File: src/rtl/gamma_cycle_controller_pkg.sv
// Shared sizes, FSM encoding and result payload for the gamma cycle controller.
`ifndef LOG_TIME_PERIOD
`define LOG_TIME_PERIOD 3
`endif
`ifndef NEURONS_PER_LAYER
`define NEURONS_PER_LAYER 8
`endif
`ifndef LOG_NEURONS_PER_LAYER
`define LOG_NEURONS_PER_LAYER 3
`endif

package gamma_cycle_controller_pkg;

    localparam int unsigned LOG_TP = `LOG_TIME_PERIOD;
    localparam int unsigned TP     = 32'd1 << LOG_TP;
    localparam int unsigned N      = `NEURONS_PER_LAYER;
    localparam int unsigned LOG_N  = `LOG_NEURONS_PER_LAYER;

    // time_val needs one extra bit so it can park at TP outside RUN
    localparam int unsigned TW     = LOG_TP + 1;
    // winner index carries one extra bit so all-ones can mean "no winner"
    localparam int unsigned WW     = LOG_N + 1;

    localparam logic [WW-1:0] NO_WINNER = '1;

    typedef enum logic [1:0] {
        IDLE  = 2'd0,
        CLEAR = 2'd1,
        RUN   = 2'd2,
        DONE  = 2'd3
    } state_t;

    typedef struct packed {
        logic              spike;
        logic [LOG_TP-1:0] spike_time;
        logic [WW-1:0]     neuron;
    } result_t;

    localparam result_t RESULT_NONE = '{spike: 1'b0, spike_time: '0, neuron: NO_WINNER};

endpackage

File: src/rtl/gamma_cycle_controller_spike_priority_encoder.sv
// Lowest-index-wins priority encoder over one spike volley; purely combinational.
module spike_priority_encoder #(
    parameter int unsigned N  = 8,
    parameter int unsigned IW = 3
) (
    input  logic [N-1:0]  volley,
    output logic [IW-1:0] index_c,
    output logic          any_valid_c
);

    // Scan from the top down so the lowest set bit is the last write and wins.
    always_comb begin
        index_c     = '0;
        any_valid_c = |volley;
        for (int i = int'(N) - 1; i >= 0; i--) begin
            if (volley[i]) begin
                index_c = IW'(i);
            end
        end
    end

endmodule

File: src/rtl/gamma_cycle_controller.sv
// Gamma cycle controller: clears the column, sweeps time steps, latches the
// first spiking neuron as winner and hands the result out over valid/ready.
module gamma_cycle_controller
    import gamma_cycle_controller_pkg::*;
#(
    parameter bit EARLY_TERMINATE = 1'b0
) (
    input  logic              clk,
    input  logic              rst_n,
    input  logic              start,
    input  logic [N-1:0]      spike_volley,
    output logic              clear_neurons,
    output logic [TW-1:0]     time_val,
    output logic              inhibit,
    output logic              busy,
    output logic              out_valid,
    input  logic              out_ready,
    output logic              output_spike,
    output logic [LOG_TP-1:0] output_spike_time,
    output logic [WW-1:0]     winning_neuron
);

    state_t        state_q;
    state_t        state_d;
    result_t       result_q;
    result_t       result_d;
    logic [TW-1:0] time_val_d;
    logic          clear_d;
    logic          inhibit_d;
    logic          busy_d;
    logic          valid_d;

    logic [LOG_N-1:0] enc_idx_c;
    logic             enc_any_c;
    logic             capture_c;
    logic             last_step_c;

    spike_priority_encoder #(
        .N  (N),
        .IW (LOG_N)
    ) u_spike_priority_encoder (
        .volley      (spike_volley),
        .index_c     (enc_idx_c),
        .any_valid_c (enc_any_c)
    );

    // Only the first spiking RUN step may claim the winner slot.
    assign capture_c   = (state_q == RUN) && enc_any_c && !result_q.spike;
    assign last_step_c = (time_val == TW'(TP - 1));

    // Next state plus the next value of every registered output.
    always_comb begin
        state_d    = state_q;
        time_val_d = TW'(TP);
        result_d   = result_q;
        clear_d    = 1'b0;
        inhibit_d  = 1'b0;
        busy_d     = 1'b0;
        valid_d    = 1'b0;

        case (state_q)
            IDLE: begin
                if (start) begin
                    state_d = CLEAR;
                end
            end
            CLEAR: begin
                state_d = RUN;
            end
            RUN: begin
                if ((EARLY_TERMINATE && capture_c) || last_step_c) begin
                    state_d = DONE;
                end
            end
            DONE: begin
                if (out_valid && out_ready) begin
                    state_d = IDLE;
                end
            end
            default: begin
                state_d = IDLE;
            end
        endcase

        case (state_d)
            CLEAR:   time_val_d = '0;
            RUN:     time_val_d = (state_q == RUN) ? (time_val + TW'(1)) : '0;
            default: time_val_d = TW'(TP);
        endcase

        if (state_d == CLEAR) begin
            result_d = RESULT_NONE;
        end else if (capture_c) begin
            result_d = '{spike:      1'b1,
                         spike_time: time_val[LOG_TP-1:0],
                         neuron:     WW'(enc_idx_c)};
        end

        clear_d   = (state_d == CLEAR);
        busy_d    = (state_d != IDLE);
        valid_d   = (state_d == DONE);
        inhibit_d = result_d.spike && ((state_d == RUN) || (state_d == DONE));
    end

    // State and output registers; reset drops any partial result.
    always_ff @(posedge clk or negedge rst_n) begin
        if (!rst_n) begin
            state_q       <= IDLE;
            time_val      <= TW'(TP);
            result_q      <= RESULT_NONE;
            clear_neurons <= 1'b0;
            inhibit       <= 1'b0;
            busy          <= 1'b0;
            out_valid     <= 1'b0;
        end else begin
            state_q       <= state_d;
            time_val      <= time_val_d;
            result_q      <= result_d;
            clear_neurons <= clear_d;
            inhibit       <= inhibit_d;
            busy          <= busy_d;
            out_valid     <= valid_d;
        end
    end

    assign output_spike      = result_q.spike;
    assign output_spike_time = result_q.spike_time;
    assign winning_neuron    = result_q.neuron;

endmodule

File: config.mk
export PLATFORM = sky130hd
export DESIGN_NAME = gamma_cycle_controller
export DESIGN_NICKNAME = d
export VERILOG_FILES = /design/src/rtl/gamma_cycle_controller_pkg.sv /design/src/rtl/gamma_cycle_controller_spike_priority_encoder.sv /design/src/rtl/gamma_cycle_controller.sv
export SDC_FILE = /design/constraint.sdc
export NUM_CORES = 1
export LEC_CHECK = 0
export BUFFER_PORTS_ARGS = -buffer_cell sky130_fd_sc_hd__buf_2
export CAP_MARGIN = 0
export CORE_MARGIN = 5
export CORE_UTILIZATION = 52
export DETAILED_ROUTE_END_ITERATION = 12
export PLACE_DENSITY = 0.91
export SKIP_CTS_REPAIR_TIMING = 1
export SYNTH_ARGS = -nofsm -noshare
export SYNTH_HDL_FRONTEND = slang
export SYNTH_SLANG_ARGS = --single-unit
File: constraint.sdc
create_clock -name clk -period 2.9 [get_ports clk]
set_clock_uncertainty 0.1 [all_clocks]
set_input_delay 0.29 -clock clk [delete_from_list [all_inputs] [get_ports clk]]
set_output_delay 0.29 -clock clk [all_outputs]
set_load 0.02 [all_outputs]
* Word-level counts from Yosys, hierarchy flattened
Cells that the tools add are included.
Widths: inputs -> output; s select.
** Cells by class
- Add/sub/neg operators :: 1
- Equality and inequality tests :: 7
- Muxes and demuxes :: 16
- Reduce and logical (&&, ||, !) cells :: 10
** Operator list (number)
- $mux 3 :: 8
- $mux 8 :: 2
- $eq 2x2->1 const B :: 4
- $pmux 2 s4 :: 1
- $pmux 4 s2 :: 1
- $reduce_or 8->1 :: 1
- $mux 2 :: 3
- $add 4x1->4 const B :: 1
- $eq 2x1->1 const B :: 2
- $eq 4x3->1 const B :: 1
- $logic_and 1x1->1 :: 4
- $mux 4 :: 1
- $reduce_bool 2->1 :: 2
- $logic_not 2->1 :: 1
- $logic_not 1->1 :: 1
- $logic_or 1x1->1 :: 1
** Storage, ports and cells
- Flip-flop bits (word level) :: 18
- Input port bits :: 12
- Output and inout bits :: 16
- Word-level logic and storage cells :: 43

* Depth between registers and ports, before layout
Gate-level depths: netlist of the first run.
- Word-level depth :: 11
- Depth in mapped cells :: 7
- Mapped depth without buffers :: 7

* Hierarchy
Synthesis of the first run repeated with hierarchy kept, for this count alone.
** Second synthesis, totals
- Cell total of the unflattened synthesis :: 80
- Area, all modules :: 863.3 um^2
** Modules (own cells, without submodules)
- gamma_cycle_controller :: instances 1, cells an instance 67, area an instance 782.0 um^2, seq. area each 456.7 um^2
- spike_priority_encoder :: instances 1, cells an instance 13, area an instance 81.3 um^2, seq. area each 0.0 um^2

* Worst setup path after synthesis of the first run
No wires, ideal clock.
- Path kind :: register to register
- Start point :: register time_val[0]
- End point :: register result_q (netlist bit winning_neuron[0])
- Library setup time :: 82 ps
- Arrival time :: 1726 ps
- Required time :: 2718 ps
- Path slack :: 992 ps
- Cell stages (with the launch flop) :: 8
- Path buffers :: 1
- Clock period less this slack :: 1908 ps
- Cell sequence :: dfrtp_1 > ha_1 > a32o_1 > nand2_1 > nand2_1 > ha_1 > buf_1 > a211o_1
** Between the ends
- Cells in the longest elaborated chain, start to end :: 5
- Elaborated cells between the ends (all ways) :: 6
- Those cells by class :: eq/ne: 2; mux: 3; reduce/logical: 1
** Ends and longest elaborated chain
- start, declared :: RTL line gamma_cycle_controller.sv:13 : output logic [TW-1:0] time_val,
- start signal, assigned :: RTL line gamma_cycle_controller.sv:109 : time_val <= TW'(TP);
- start signal, assigned :: RTL line gamma_cycle_controller.sv:117 : time_val <= time_val_d;
- $eq 4x3->1 (*) :: RTL line gamma_cycle_controller.sv:49 : assign last_step_c = (time_val == TW'(TP - 1));
- $mux 2 (*) :: RTL line gamma_cycle_controller.sv:71 : if ((EARLY_TERMINATE && capture_c) || last_step_c) begin
- $pmux 2 s4 (*) :: RTL line gamma_cycle_controller.sv:61 : case (state_q)
- via state_d[0] :: RTL line gamma_cycle_controller.sv:24 : state_t state_d;
- $eq 2x1->1 (*)
- via clear_d :: RTL line gamma_cycle_controller.sv:28 : logic clear_d;
- $mux 8 / $reduce_bool 2->1 (equally long branches)
- end signal, assigned :: RTL line gamma_cycle_controller.sv:118 : result_q <= result_d;
- end, declared :: RTL line gamma_cycle_controller.sv:25 : result_t result_q;
Mark *: on every way through the listed nets, which the timed path passes. The rest lies on a longest branch.
A chain may end at the register's enable or synchronous reset.

* Final worst setup path of the first run
- Start point :: register time_val[0]
- End point :: register result_q (netlist bit winning_neuron[2])
Same word-level chain as after synthesis.

==> results of run 1 <==
-- cell usage after synthesis --
cell       number
a21o_2          1
and3_1          1
a21oi_1         3
and2_1          1
mux2i_1         3
nor3b_1         2
inv_1           3
dfstp_2         5
a211o_1         4
nand2b_1        1
buf_6           1
nand4_1         1
nor4_4          1
nor3_1          2
xnor2_1         2
o21ai_0         4
a2111oi_2       1
nand2_1         4
a32o_1          1
nand3_1         3
dfrtp_1        13
nor2b_1         2
buf_1           1
ha_1            6
nor2_1         11
nor4_1          1
-- per-stage QoR --
| step | instance area [um2] | total power, mW | hold slack [ps] | utilization | setup slack (ps) |
|---|---|---|---|---|---|
| 6_report | 1050 | 1.02 | 214 | 0.679 | 980 |
| 5_1_grt | 1050 | 1.11 | 232 | 0.679 | 869 |
| 4_1_cts | 1040 | 1.04 | -186 | 0.673 | 982 |
| 3_5_place_dp | 1010 | 0.911 | 135 | 0.656 | 993 |
| 3_3_place_gp | 1010 | 0.896 | 127 | 0.656 | 1040 |
| 2_1_floorplan | 871 | 0.761 | -106 | - | 992 |
-- area by class of cell --
class,count,area [um2]
Clock buffer,4,26.3
Sequential cell,18,457
Inverter,3,11.3
Multi-Input combinational cell,55,388
Tap cell,16,20.0
Fill cell,127,494
Timing Repair Buffer,28,145
-- registers in the layout, indices dropped and copies added (netlist names) --
| signal | flops |
|---|---|
| time_val | 4 |
| winning_neuron | 4 |
| output_spike_time | 3 |
| state_q | 2 |
| busy | 1 |
| clear_neurons | 1 |
| inhibit | 1 |
| out_valid | 1 |
| output_spike | 1 |
-- cell usage in the layout (no fill, tap or decap), types with 4 or more instances in the layout --
cell     netlist  layout
dfrtp_1       13      13
ha_1           6       6
a211o_1        4       4
o21ai_0        4       4
nand2_1        4       4
buf_2          0      27
nor2_1        11      11
dfstp_2        5       5
-- per-layer routing --
| layer | part of all wire | vias to the layer above |
|---|---|---|
| met2 | 0.49 | 18 |
| met1 | 0.44 | 329 |
| met4 | 0 | 0 |
| met3 | 0.062 | 0 |
| li1 | - | 337 |
| met5 | 0 | - |
-- worst max-delay path: cells and delay by family, from the launching register on --
kind | cells | cell delay (ps)
adders and majority gates | 2 | 600
AOI/OAI and AO/OA | 2 | 520
and+or+nand+nor | 2 | 210
DFF | 1 | 430
-- power by group through the flow --
stage               registers (mW)  clock network [mW]  logic [mW]
finish                       0.444               0.124       0.455
global route                 0.460               0.144       0.508
CTS                          0.444               0.128       0.464
detailed placement           0.449                   0       0.462
global placement             0.444                   0       0.451
floorplan                    0.546                   0       0.215
-- how the worst min path moves through the flow --
stage | from | endpoint
2_1_floorplan | rst_n | busy
4_1_cts | rst_n | busy
6_report | start | state_q[0]
5_1_grt | start | state_q[0]
3_3_place_gp | rst_n | busy
3_5_place_dp | rst_n | busy
-- cells by family after synthesis --
logic type	count (synthesis)
AND/OR/NAND/NOR	30
flip-flops	18
AO/OA/AOI/OAI	14
adder cells (fa/ha/maj)	6
buffers and inverters	5
multiplexers	3
XOR/XNOR	2
==> results, run 1 <==
- The minimum clock period is 1920 ps.
- The overall die width is between 50 and 60 um.
- The type of origin of the critical path is a register.
- The number of different library cells used by synthesis comes to 26.
- For met3 alone, demand over resource in global routing was 0.0407.
- The detailed router placed between 600 and 700 vias in this run.
- Counting cells, the worst reg-to-reg path comes to 6.
- Input and output buffers added on the ports amount to 27.
- The critical path starts at time_val[0].
- The simple-gate share of the synthesized area is 0.185.
- STA puts the critical path data arrival time at 2030 ps.
- The largest area contributor in the synthesized netlist is dfrtp_1.
- The relative area change from synthesis to final layout is 20.3%.
- For this design the static power due to leakage is 0.535 nW.
- For the worst setup path, the data required time is between 3000 and 4000 ps.
- The met2 layer usage reported by global route is 0.236.
- Dividing the detail-routed wire length by the instance count gives 13.3 um.
- The final layout contains between 100 and 150 nets.
- The proportion of synthesized chip area in sequential cells is 0.524.
- The dominant combinational cell family by area after synthesis is simple AND/OR/NAND/NOR gates.
- The first-pass GRT wire length is 2870 um.
- The post-synthesis cell count is 78.
- In this design, the stage delay of the slowest critical-path cell is between 400 and 500 ps.
- The total area inside the core boundary comes to approximately 1500 um2.
- The floorplan step defined a die boundary enclosing 2590 um2.
- Sorting the synthesized cells by area gives the leading types as dfrtp_1, dfstp_2, ha_1, nor2_1, a211o_1.
- In this run the worst path has a maximum fanout of 10.
- Routability-driven placement finished with a final weighted congestion of 0.759.
- The routing layer with the top usage in global route is met2.
- For met1 alone, demand over resource in global routing was 0.179.
- Across all register-to-register paths, the minimum setup slack is slightly below 1000 ps.
- The clock latency on the worst-skew pair is ~290 ps.
- After legalization and detailed placement, the total HPWL measured between 1000 and 1500 um.
- The share of total power in sequential cells is 0.434.
- The synthesized-area fraction occupied by adder cells is 0.0862.
- The element type at the critical path end is a register.
- The share of the synthesized area in compound gates (AO/OA/AOI/OAI) came to 0.119.
- The total of flip-flops plus latches after synthesis is 18.
- The count of clock tree sinks is 18.
- The number of top-level pins is 28.
- Of the total synthesized cell area, the portion taken by XOR and XNOR cells is 0.0201.
- IR analysis of the VDD net gives a maximum drop of between 0.0006 and 0.0007 V.
- The total inserted antenna cells is 0.
- The iteration count of the initial detailed-routing pass is 4.
- The analysis attributes to net switching a power of around 0.42 mW.
- CTS built an H-tree with a depth of 1.
- Of the total power, the clock network draws 0.121.
- The share of total power consumed by net switching is 0.408.
- Setup repair after global routing left no endpoint under its margin.
- Of the cells placed in the final design, the portion with a size suffix greater than 1 is 0.352.
- Setup total negative slack on the finished layout was measured at 0 ps.
- Once detail routing completed, the nets flagged for antenna violations numbered 0.
- For this run the aggregate overflow at the end of global routing stands at 0.
- The remaining max-slew budget at the tightest pin is 0.626.
- The internal portion of the total power is between 0.6 and 0.7 mW.
- For this configuration, the core starts out at a cell density of 0.565.
- The CTS tree is yes.
- The final count of pins violating max slew is 0.
- In this run the cell area of the synthesized design comes to a little under 900 um2.
- Synthesis produced a netlist with a net count of between 90 and 100.
- Dividing the detail-routed via count by the number of cells gives ~5.5.
- The top-area cell type share of the netlist area is 0.374.
- Dividing the final minimum period by the clock period gives 0.662.
- The number of clock buffers inserted by TritonCTS is 3.
- Including well taps, the total number of placed cells is 119.
- The longest clock path from root to sink contains 2 buffers.
- In the routed design, unresolved DRC markers number 0.
- The class of the tightest hold or removal check is input port to register.
- The final hold violation count was 0.
- The CTS clock-pin slew for the worst setup and hold paths is ~100 ps.
- Clock tree synthesis selected as its root buffer the cell clkbuf_4.
- For this run, the total global-route usage over all layers was measured as 0.143.
- The share of total power dissipated in combinational logic is 0.445.
- The post-layout instance count excluding filler cells is 124.
- In this run the vertical extent of the chip is 50.9 um.
- The run finished with clean final reports.
- The number of global-route vias before repair came to a little under 700.
- The first routing iteration left 9 violations.
- The largest net degree at the start of global routing is 19.
- The most critical setup path has its endpoint at winning_neuron[2].
- Max-cap violations in this run came to 0.
- The final routed wirelength across all metal layers is ~1700 um.
- The portion of synthesized area spent on multiplexers is 0.0345.
- Power spread over the standard cell area amounts to between 900 and 1000 nW/um2.
- The number of antenna violations at the first check in global routing is 0.
- The synthesized area per cell is ~11 um2.
- During synthesis, Yosys emitted a total of 0 warnings.
- Walking the worst path, the cells encountered are ha_1, a32o_1, nand2_1, nand2_1, ha_1, a211o_1.
- The site row count is 14.
- The maximum operating frequency is around 0.52 GHz.
- Setup violations remaining at the end of the flow were counted as 0.
- At the pin with the least slew margin, the transition time is around 560 ps.
- The origin of the critical flop-to-flop path is time_val[0].
- The slowest library cell on the worst path is dfrtp_1.
- The worst setup path is of the register to register kind.
- The count of cells along the worst hold path is 3.
- The endpoint of the worst register-to-register path is winning_neuron[2].
Power figures use the tool's default switching activity.
==> inputs of run 2 (changes only) <==
--- a/config.mk
+++ b/config.mk
@@ -5,12 +5,14 @@
 export SDC_FILE = /design/constraint.sdc
 export NUM_CORES = 1
 export LEC_CHECK = 0
+export ABC_AREA = 1
 export BUFFER_PORTS_ARGS = -buffer_cell sky130_fd_sc_hd__buf_2
 export CAP_MARGIN = 0
+export CORE_ASPECT_RATIO = 0.75
 export CORE_MARGIN = 5
-export CORE_UTILIZATION = 52
+export CORE_UTILIZATION = 49
 export DETAILED_ROUTE_END_ITERATION = 12
-export PLACE_DENSITY = 0.91
+export PLACE_DENSITY = 0.86
 export SKIP_CTS_REPAIR_TIMING = 1
 export SYNTH_ARGS = -nofsm -noshare
 export SYNTH_HDL_FRONTEND = slang
==> constraint.sdc (replaced) <==
create_clock -name clk -period 1.84 [get_ports clk]
set_clock_uncertainty 0.1 [all_clocks]
set_input_delay 0.184 -clock clk [delete_from_list [all_inputs] [get_ports clk]]
set_output_delay 0.184 -clock clk [all_outputs]
set_load 0.02 [all_outputs]
==> results, run 2 <==
- Leaving out fill and tap cells, the most frequent cell in the layout is buf_2.
- The required time reported for the critical path endpoint is 1980 ps (-1030 ps).
- The port buffer count was 27 (unchanged).
- The total overflow reported by the global router is 0 (unchanged).
- The area of the placeable core is 1770 um2 (+15%).
- The first-pass GRT wire length came to 3280 um (+14%).
- The number of remaining DRC errors is 0 (unchanged).
- The post-route cell area came to 1190 um2 (+14%).
- The post-layout instance count excluding filler cells is 163 (+31%).
- For this run, the leading register cell type out of synthesis is dfrtp_1.
- The count of cells along the worst hold path is 4 (+1).
- The maximum operating frequency was 0.582 GHz (+12%).
- The slew at the pin with the worst max-slew slack is 387 ps (-168 ps).
- The overall die width came to 60.5 um (+19%).
- The total leakage power is 0.633 nW (+18%).
- The number of top-level pins is 28 (unchanged).
- The total of flip-flops plus latches after synthesis was 18 (unchanged).
- The worst path setup slack after routing is 122 ps (-859 ps).
- The average vias per placed instance came to 4.88 (-11%).
- The library cells used most frequently in the layout, excluding fill and tap cells, are buf_2, nand2_1, nand3_1.
- Sorting the synthesized cells by area gives the leading types as dfrtp_1, dfstp_2, nand2_1, ha_1, nand3_1.
- The y dimension of the die is 47.9 um (-6.0%).
- The largest area contributor in the synthesized netlist is dfrtp_1.
- The critical path arrival is 1860 ps (-170 ps).
- Compared with the post-synthesis result, the final layout area differs by 27.4%.
- The fraction of final layout cells with drive strength greater than 1 is 0.418 (+0.0666).
- The number of enable-type register cells in the synthesized netlist is 0 (unchanged).
- The fraction of the cycle the final worst path needs is 0.934 (+0.272).
- The final count of pins violating max slew was 0 (unchanged).
- The number of DRC markers after the initial detailed-route iteration was 14 (+5).
- The number of clock buffers inserted by TritonCTS is 3 (unchanged).
- The number of placed instances with taps included is 156 (+31%).
- The number of H-tree levels is 1 (unchanged).
- The synthesized net count is 122 (+27%).
- The number of global-route vias before repair is 794 (+17%).
- The worst supply voltage drop on vdd is 0.00103 V (+67%).
- The placed standard-cell area came to 1120 um2 (+11%).
- The number of cell instances on the worst register-to-register path is 13 (+7).
- The CTS tree is yes.
- The number of library cell types mapped by synthesis is 25 (-3.8%).
- STA classifies the critical path endpoint as a register.
- The initial core utilization was 0.528 (-0.0371).
- The HPWL reported at the end of detailed placement is 1680 um (+27%).
- The class of the tightest hold or removal check is input port to register.
- The count of clock tree sinks is 18 (unchanged).
- The clock root buffer is clkbuf_4.
- The type of origin of the critical path is a register.
- The final RePlAce weighted congestion is 0.799 (+5.3%).
- Setup repair after global routing left no endpoint under its margin.
- The commonest cells after synthesis are nand2_1, dfrtp_1, nand3_1, inv_1, nor2_1.
- In the post-synthesis netlist, the cell with the most instances is nand2_1.
- The clock latency on the worst-skew pair is 300 ps (about the same).
- The final hold violation count was 0 (unchanged).
- The wire length per cell after detailed routing is 12.9 um (-3.1%).
- The max capacitance violation total is 0 (unchanged).
- The run finished with clean final reports.
- The layout net count is 160 (+26%).
- The post-synthesis instance area is 936 um2 (+7.5%).
- The number of buffers between clock root and the deepest sink is 2 (unchanged).
- The area of the die is 2890 um2 (+12%).
- The proportion of register bits with asynchronous set or reset after synthesis is 1.00 (unchanged).
- The largest net degree at the start of global routing came to 19 (unchanged).
- The top-area cell type share of the netlist area was 0.348 (-0.0260).
- The antenna violation net count after detailed routing is 0 (unchanged).
- The post-synthesis cell count is 104 (+33%).
- The total of warnings raised by yosys came to 0 (unchanged).
- The minimum clock period is 1720 ps (-201 ps).
- The post-route setup TNS came to 0 ps (unchanged).
- The power per cell area is 1620 nW/um2 (+65%).
- The final number of setup-violating endpoints was 0 (unchanged).
- The worst-case setup slack after placement is 42.9 ps (-950 ps).
- The synthesized area per cell was 9.00 um2 (-19%).
- The number of antenna violations at the first check in global routing came to 0 (unchanged).
- The detailed-route via count is 796 (+16%).
- The site row count is 13 (-1).
- The total inserted antenna cells is 0 (unchanged).
- The iteration count of the initial detailed-routing pass came to 4 (unchanged).
- The CTS clock-pin slew for the worst setup and hold paths is 100 ps (about the same).
- The post-route core utilization came to 0.673 (-0.00683).
- The remaining max-slew budget at the tightest pin is 0.742 (+0.116).
- The proportion of synthesized chip area in sequential cells is 0.488 (-0.0365).
- The final routed wirelength across all metal layers is 2100 um (+27%).
- The total routing resource utilization after global routing came to 0.160 (+0.0167).
- The top fanout value on the critical path is 4 (-6).
- The start-to-end type of the worst setup path is register to register.
run 2: cell count changes after synthesis, moves of 4 or more:
cell,before,now
nand2_1,4,21
nand3_1,3,12
inv_1,3,11
a211o_1,4,0
run 2: cell type report:
cell class	count	area [um2]
Sequential cell	18	459
Clock buffer	4	26.3
Multi-Input combinational cell	68	424
Timing Repair Buffer	33	183
Fill cell	132	581
Inverter	18	72.6
Tap cell	22	27.5
run 2: critical path, stage by stage, from the launching register on:
cell and delay [ps]:
dfrtp_1 440, inv_2 110, nor2_8 40, inv_4 50, nor2_2 30, nand3_2 50
nand3_2 60, o21ai_2 100, inv_2 100, ha_4 180, buf_4 150, nor2_4 110
nand2_1 70, nand2_1 60
run 2: logic make-up after synthesis:
logic type / count (synthesis) / synth area share
xor gates and xnor gates: 2 / 0.0187
and+or+nand+nor: 53 / 0.293
adders and majority gates: 6 / 0.0802
DFF: 18 / 0.488
buffers and inverters: 18 / 0.0749
AOI/OAI and AO/OA: 7 / 0.0455
run 2: where the power goes:
group | switching, mW | total (mW) | internal, mW
Combinational | 0.638 | 1.03 | 0.389
Clock | 0.119 | 0.203 | 0.0845
Sequential | 0.109 | 0.697 | 0.588
Total | 0.866 | 1.93 | 1.06
run 2: final timing paths:
kind	start	end	slack (ps)
hold reg to reg	winning_neuron[3]	winning_neuron[3]	370
max in group asynchronous	rst_n	winning_neuron[3]	1090
hold / removal	spike_volley[0]	winning_neuron[0]	5
setup / recovery	state_q[1]	output_spike_time[0]	120
min in group asynchronous	rst_n	inhibit	230
setup reg to reg	state_q[1]	output_spike_time[0]	120
run 2: per-stage QoR:
stage | hold slack, ps | power, mW
detailed placement | 29.3 | 1.67
floorplan | -212 | 1.35
global route | 4.58 | 2.06
global placement | 24.4 | 1.62
CTS | -304 | 1.88
finish | 4.96 | 1.93
run 2: per-layer routing:
layer / part of all wire / wire length, um / up-vias / GRT usage
li1: - / - / 396 / -
met1: 0.42 / 887 / 369 / 0.182
met2: 0.48 / 1020 / 25 / 0.274
met3: 0.075 / 158 / 6 / 0.0593
met4: 0.020 / 42 / 0 / 0.0736
met5: 0 / 0 / - / 0
